==> src/rtl/vga_timing_gen.sv <==
// ---------------------------------------------------------------------------
// vga_timing_gen
//
// Purpose:
//   Raster timing generator for VGA-style displays. A raw pixel position
//   (x, y) counts across the full line/frame including blanking, and the
//   sync and display-enable outputs are decoded from that position. The
//   decodes are registered together with the position, so hsync, vsync, de,
//   x and y always describe the same pixel.
//
// Configuration macro:
//   VGA_TIMING_GEN_CLKDIV_EN
//     defined   : the pixel tick is an internal divide-by-2 of clk and the
//                 pix_ce port does not exist.
//     undefined : the pixel tick is the pix_ce input, sampled every clk.
//
// Ports:
//   clk         in   1   system clock
//   rst         in   1   asynchronous reset, active low
//   pix_ce      in   1   pixel tick enable (only when the macro is undefined)
//   hsync       out  1   horizontal sync, active level H_POL
//   vsync       out  1   vertical sync, active level V_POL
//   de          out  1   active-display flag
//   x           out  CW  current pixel column (raw, including blanking)
//   y           out  CW  current line (raw, including blanking)
//   line_start  out  1   one-clk pulse when x becomes 0
//   frame_start out  1   one-clk pulse when (x,y) becomes (0,0)
//   pix_tick    out  1   registered copy of the pixel tick
// ---------------------------------------------------------------------------
module vga_timing_gen #(
    parameter int H_DISPLAY = 640,
    parameter int H_FP      = 16,
    parameter int H_SYNC    = 96,
    parameter int H_BP      = 48,
    parameter int V_DISPLAY = 480,
    parameter int V_FP      = 10,
    parameter int V_SYNC    = 2,
    parameter int V_BP      = 33,
    parameter int H_POL     = 0,
    parameter int V_POL     = 0,
    parameter int CW        = 12
) (
    input  logic          clk,
    input  logic          rst,
`ifndef VGA_TIMING_GEN_CLKDIV_EN
    input  logic          pix_ce,
`endif
    output logic          hsync,
    output logic          vsync,
    output logic          de,
    output logic [CW-1:0] x,
    output logic [CW-1:0] y,
    output logic          line_start,
    output logic          frame_start,
    output logic          pix_tick
);

    localparam int H_TOTAL = H_DISPLAY + H_FP + H_SYNC + H_BP;
    localparam int V_TOTAL = V_DISPLAY + V_FP + V_SYNC + V_BP;

    localparam int HS_BEGIN = H_DISPLAY + H_FP;
    localparam int HS_END   = H_DISPLAY + H_FP + H_SYNC;
    localparam int VS_BEGIN = V_DISPLAY + V_FP;
    localparam int VS_END   = V_DISPLAY + V_FP + V_SYNC;

    localparam logic [CW-1:0] H_LAST = CW'(H_TOTAL - 1);
    localparam logic [CW-1:0] V_LAST = CW'(V_TOTAL - 1);

    localparam logic HS_ACT = (H_POL != 0);
    localparam logic VS_ACT = (V_POL != 0);

    typedef enum logic {
        IDLE = 1'b0,
        RUN  = 1'b1
    } state_t;

    state_t        state_q, state_d;
    logic [CW-1:0] x_q, x_d;
    logic [CW-1:0] y_q, y_d;
    logic          hsync_q, hsync_d;
    logic          vsync_q, vsync_d;
    logic          de_q, de_d;
    logic          line_start_q, line_start_d;
    logic          frame_start_q, frame_start_d;
    logic          pix_tick_q, pix_tick_d;

    // Position the counters move to on this tick; the decodes below are
    // taken from this value so they land in the same register as x/y.
    logic [CW-1:0] x_nxt;
    logic [CW-1:0] y_nxt;

    logic          tick;

    // -----------------------------------------------------------------------
    // Pixel tick source
    // -----------------------------------------------------------------------
`ifdef VGA_TIMING_GEN_CLKDIV_EN
    // Toggle starts at 0 out of reset, so it is first high during the
    // second clk after release; that edge is the first pixel tick.
    logic div_q, div_d;

    always_comb begin
        div_d = ~div_q;
    end

    always_ff @(posedge clk or negedge rst) begin
        if (!rst) begin
            div_q <= 1'b0;
        end else begin
            div_q <= div_d;
        end
    end

    assign tick = div_q;
`else
    assign tick = pix_ce;
`endif

    // -----------------------------------------------------------------------
    // Position decodes
    // -----------------------------------------------------------------------
    function automatic logic hsync_at(input logic [CW-1:0] xv);
        if ((int'(xv) >= HS_BEGIN) && (int'(xv) < HS_END)) begin
            return HS_ACT;
        end
        return ~HS_ACT;
    endfunction

    function automatic logic vsync_at(input logic [CW-1:0] yv);
        if ((int'(yv) >= VS_BEGIN) && (int'(yv) < VS_END)) begin
            return VS_ACT;
        end
        return ~VS_ACT;
    endfunction

    function automatic logic de_at(input logic [CW-1:0] xv, input logic [CW-1:0] yv);
        return (int'(xv) < H_DISPLAY) && (int'(yv) < V_DISPLAY);
    endfunction

    // -----------------------------------------------------------------------
    // Next-state and output logic
    // -----------------------------------------------------------------------
    always_comb begin
        state_d       = state_q;
        x_nxt         = x_q;
        y_nxt         = y_q;
        x_d           = x_q;
        y_d           = y_q;
        hsync_d       = hsync_q;
        vsync_d       = vsync_q;
        de_d          = de_q;
        line_start_d  = 1'b0;
        frame_start_d = 1'b0;
        pix_tick_d    = tick;

        if (tick) begin
            case (state_q)
                IDLE: begin
                    state_d = RUN;
                    x_nxt   = '0;
                    y_nxt   = '0;
                end
                RUN: begin
                    if (x_q == H_LAST) begin
                        x_nxt = '0;
                        y_nxt = (y_q == V_LAST) ? '0 : y_q + 1'b1;
                    end else begin
                        x_nxt = x_q + 1'b1;
                    end
                end
                default: begin
                    state_d = IDLE;
                end
            endcase

            x_d           = x_nxt;
            y_d           = y_nxt;
            hsync_d       = hsync_at(x_nxt);
            vsync_d       = vsync_at(y_nxt);
            de_d          = de_at(x_nxt, y_nxt);
            line_start_d  = (x_nxt == '0);
            frame_start_d = (x_nxt == '0) && (y_nxt == '0);
        end
    end

    // -----------------------------------------------------------------------
    // Registers
    // -----------------------------------------------------------------------
    always_ff @(posedge clk or negedge rst) begin
        if (!rst) begin
            state_q       <= IDLE;
            x_q           <= '0;
            y_q           <= '0;
            hsync_q       <= ~HS_ACT;
            vsync_q       <= ~VS_ACT;
            de_q          <= 1'b0;
            line_start_q  <= 1'b0;
            frame_start_q <= 1'b0;
            pix_tick_q    <= 1'b0;
        end else begin
            state_q       <= state_d;
            x_q           <= x_d;
            y_q           <= y_d;
            hsync_q       <= hsync_d;
            vsync_q       <= vsync_d;
            de_q          <= de_d;
            line_start_q  <= line_start_d;
            frame_start_q <= frame_start_d;
            pix_tick_q    <= pix_tick_d;
        end
    end

    assign hsync       = hsync_q;
    assign vsync       = vsync_q;
    assign de          = de_q;
    assign x           = x_q;
    assign y           = y_q;
    assign line_start  = line_start_q;
    assign frame_start = frame_start_q;
    assign pix_tick    = pix_tick_q;

endmodule
==> config.mk <==
export PLATFORM = sky130hd
export DESIGN_NAME = vga_timing_gen
export DESIGN_NICKNAME = d
export VERILOG_FILES = /design/src/rtl/vga_timing_gen.sv
export SDC_FILE = /design/constraint.sdc
export NUM_CORES = 1
export LEC_CHECK = 0
export CAP_MARGIN = 20
export CORE_MARGIN = 2
export CORE_UTILIZATION = 30
export DETAILED_ROUTE_END_ITERATION = 10
export SKIP_CTS_REPAIR_TIMING = 1
export SLEW_MARGIN = 20
export SYNTH_ARGS = -nofsm -noshare
export SYNTH_HDL_FRONTEND = slang
export SYNTH_SLANG_ARGS = --single-unit
==> constraint.sdc <==
create_clock -name clk -period 2.4 [get_ports clk]
set_clock_uncertainty 0.15 [all_clocks]
set_input_delay 0.24 -clock clk [delete_from_list [all_inputs] [get_ports clk]]
set_output_delay 0.24 -clock clk [all_outputs]
set_load 0.05 [all_outputs]
==> impl_metrics.env <==
export IMPL_ys_warn_count=0
export IMPL_syn_instance_count=283
export IMPL_start_util_pct=30.6
export IMPL_synth_top_area_share_pct=29.4
export IMPL_reg2regPathDepth=9
export IMPL_ys_types=73
export IMPL_h_tree_depth=2
export IMPL_period_minus_slack_ps=2470
export IMPL_r2r_start="y[1]"
export IMPL_die_width_um=94.8
export IMPL_critical_path_startpoint_type="flip-flop"
export IMPL_port_buffers=32
export IMPL_vias_per_cell=5.36
export IMPL_seqCellArea_um2=791
export IMPL_r2r_setup_slack_ps=-70
export IMPL_failed_checks="setup timing"
export IMPL_clk_latency_ps=290
export IMPL_synth_nets=289
export IMPL_syn_area_per_cell_um2=8.74
export IMPL_p_per_area_nw_per_um2=481
export IMPL_syn_cell_area_um2=2470
export IMPL_fin_util_pct=42.9
export IMPL_hp_class="input pin to asynchronous set/reset pin"
export IMPL_final_cells=468
export IMPL_arrival_ps=2530
export IMPL_cts_buffers=5
export IMPL_yosysSeqAreaShare_pct=31.5
export IMPL_multiInputGateArea_um2=1620
export IMPL_fin_tns_setup_ps=-123
export IMPL_grt_max_degree=32
export IMPL_overflow=0
export IMPL_yosys_most_used_dff="dfrtp_1"
export IMPL_timing_fmax_mhz=405
export IMPL_fin_crit_sh_pct=103
export IMPL_antenna_found_initial=0
export IMPL_place_congestion=0.827
export IMPL_worstReg2RegEnd="frame_start"
export IMPL_cp_required_ps=2460
export IMPL_power_total_uw=1670
export IMPL_synth_edf_count=0
export IMPL_grt_usage_pct=17.9
export IMPL_wl_per_cell_um=16.2
export IMPL_ir_worst_vdd_uv=501
export IMPL_synth_area_leaders="dfrtp_1 29%, nand3_1 3.6%, nand2_1 3.6%"
export IMPL_final_layout_size_suffix_gt1_share_pct=33.6
export IMPL_die_area_um2=8980
export IMPL_status="complete, but fails checks"
export IMPL_cts_root_buffer="clkbuf_8"
export IMPL_core_rowCount=33
export IMPL_postSynth_asyncResetShare_pct=100
export IMPL_drt_iter0_drc=118
export IMPL_yosysMostFrequentCell="dfrtp_1"
export IMPL_timing_final_ws_setup_ps=-71.2
export IMPL_fin_nets=369
export IMPL_hpwl_mm=5.61
export IMPL_yosysTopAreaCell="dfrtp_1"
export IMPL_vias=2508
export IMPL_finalHoldViolations=0
export IMPL_path_clk_slew_ps=70
export IMPL_antenna_left=0
export IMPL_placed_cells=455
export IMPL_end_kind="flip-flop"
export IMPL_worstSetupPathType="flip-flop to flip-flop"
export IMPL_core_um2=8090
export IMPL_antenna_cells=0
export IMPL_io_pins=33
export IMPL_cp_max_fo=4
export IMPL_grt_pass1_vias=2384
export IMPL_rsz0062_at_grt="true"
export IMPL_slew_headroom_pct=65.5
export IMPL_nFillCells=823
export IMPL_cts_num_sinks=31
export IMPL_synthToLayoutAreaGrowth_pct=40.6
export IMPL_synth_top_cells_by_count="29 x dfrtp_1, 24 x nand2_1, 20 x nor2_1, 18 x nand3_1"
export IMPL_synth_seq_cells=31
export IMPL_clockBufferDepth=2
export IMPL_drt_wl_total_mm=7.60
export IMPL_drc=0
export IMPL_slew_violations=0
export IMPL_grt_pass1_wl_mm=12.4
export IMPL_p_leak_uw=0.00146
export IMPL_cts_tree="yes"
export IMPL_setup_violations=3
export IMPL_drtPass1Iterations=4
export IMPL_maxCapViolCount=0
export IMPL_tightest_slew_ps=515
export IMPL_fp_dieH_um=94.8
-- worst max-delay path by stage --
stage,start,endpoint,slack (ps),cells past startpoint
finish,y[1],frame_start,-70,9
global route,x[11],frame_start,-130,6
CTS,y[1],de,-170,8
detailed placement,y[1],vsync,-120,9
global placement,y[1],vsync,-40,9
floorplan,y[1],frame_start,-280,7
-- kinds of logic (layout without fill, tap and decap cells) --
group / count (synthesis) / after routing / synth area share, %
flops: 31 / 31 / 31.5
xor+xnor: 13 / 13 / 4.61
buf+inv: 34 / 114 / 8.45
compound gates: 67 / 67 / 19.6
simple gates: 128 / 128 / 31.4
fa+ha+maj: 3 / 3 / 1.52
mux: 7 / 7 / 2.94
-- sequential cells by signal (all words and copies together) (netlist names) --
register and count:
x 12, y 12, de 1, frame_start 1, hsync 1, line_start 1
pix_tick 1, state_q 1, vsync 1
-- critical path: stages (launching register included) --
cell,delay [ps]
dfrtp_2,430
buf_4,140
inv_2,50
ha_2,150
or4bb_4,490
o41ai_4,270
nand2_2,150
buf_4,170
a211oi_2,200
and4b_1,200
-- cells in the final DEF (no fill, tap or decap), drive strengths merged, types with 2 or more instances in the layout --
cell type and n:
o211ai 2, nand4 8, a22o 2, or4b 3, o31a 2, xor2 4
or2 3, and2 4, mux2 2, or3 3, o41ai 3, nor4 13
clkdlybuf4s50 32, nor3b 2, nor2 21, nand3 18, a31oi 4, o22ai 2
nor2b 2, dfstp 2, o31ai 7, o21ai 19, dfrtp 29, buf 66
o2bb2ai 6, ha 3, mux2i 5, nor3 14, nand2 25, and3 4
a21oi 7, a41oi 2, xnor2 9, clkbuf 7, inv 9
-- layout make-up --
| type | count | area share [%] |
|---|---|---|
| repair buffers | 98 | 23.7 |
| inverters | 9 | 0.972 |
| flip-flops and latches | 31 | 22.8 |
| multi-input cells | 218 | 46.6 |
| well taps | 105 | 3.78 |
| clock buffers | 7 | 2.20 |
-- stage by stage --
step | hold WS, ps | instance area [um^2] | worst slack, ps
final | 198 | 3480 | -71.2
after global routing | 258 | 3480 | -131
after CTS | 228 | 3360 | -175
after detailed placement | 328 | 3280 | -118
after global placement | 325 | 3280 | -43.2
after floorplan | -206 | 2560 | -276
-- per-layer routing --
metal  track usage, %  vias to the layer above  routed length (um)
li1                 -                     1220                   -
met1             24.2                     1209                3600
met2             29.8                       72                3560
met3             3.27                        7                 381
met4             3.99                        0                  58
met5                0                        -                   0
-- power by group --
| part | internal, uW | switching, uW | leakage, uW | total [uW] |
|---|---|---|---|---|
| Sequential | 569 | 37.0 | 0.000381 | 606 |
| Combinational | 262 | 407 | 0.00104 | 669 |
| Clock | 200 | 197 | 0.0000383 | 397 |
(Power assumes the default switching activity.)
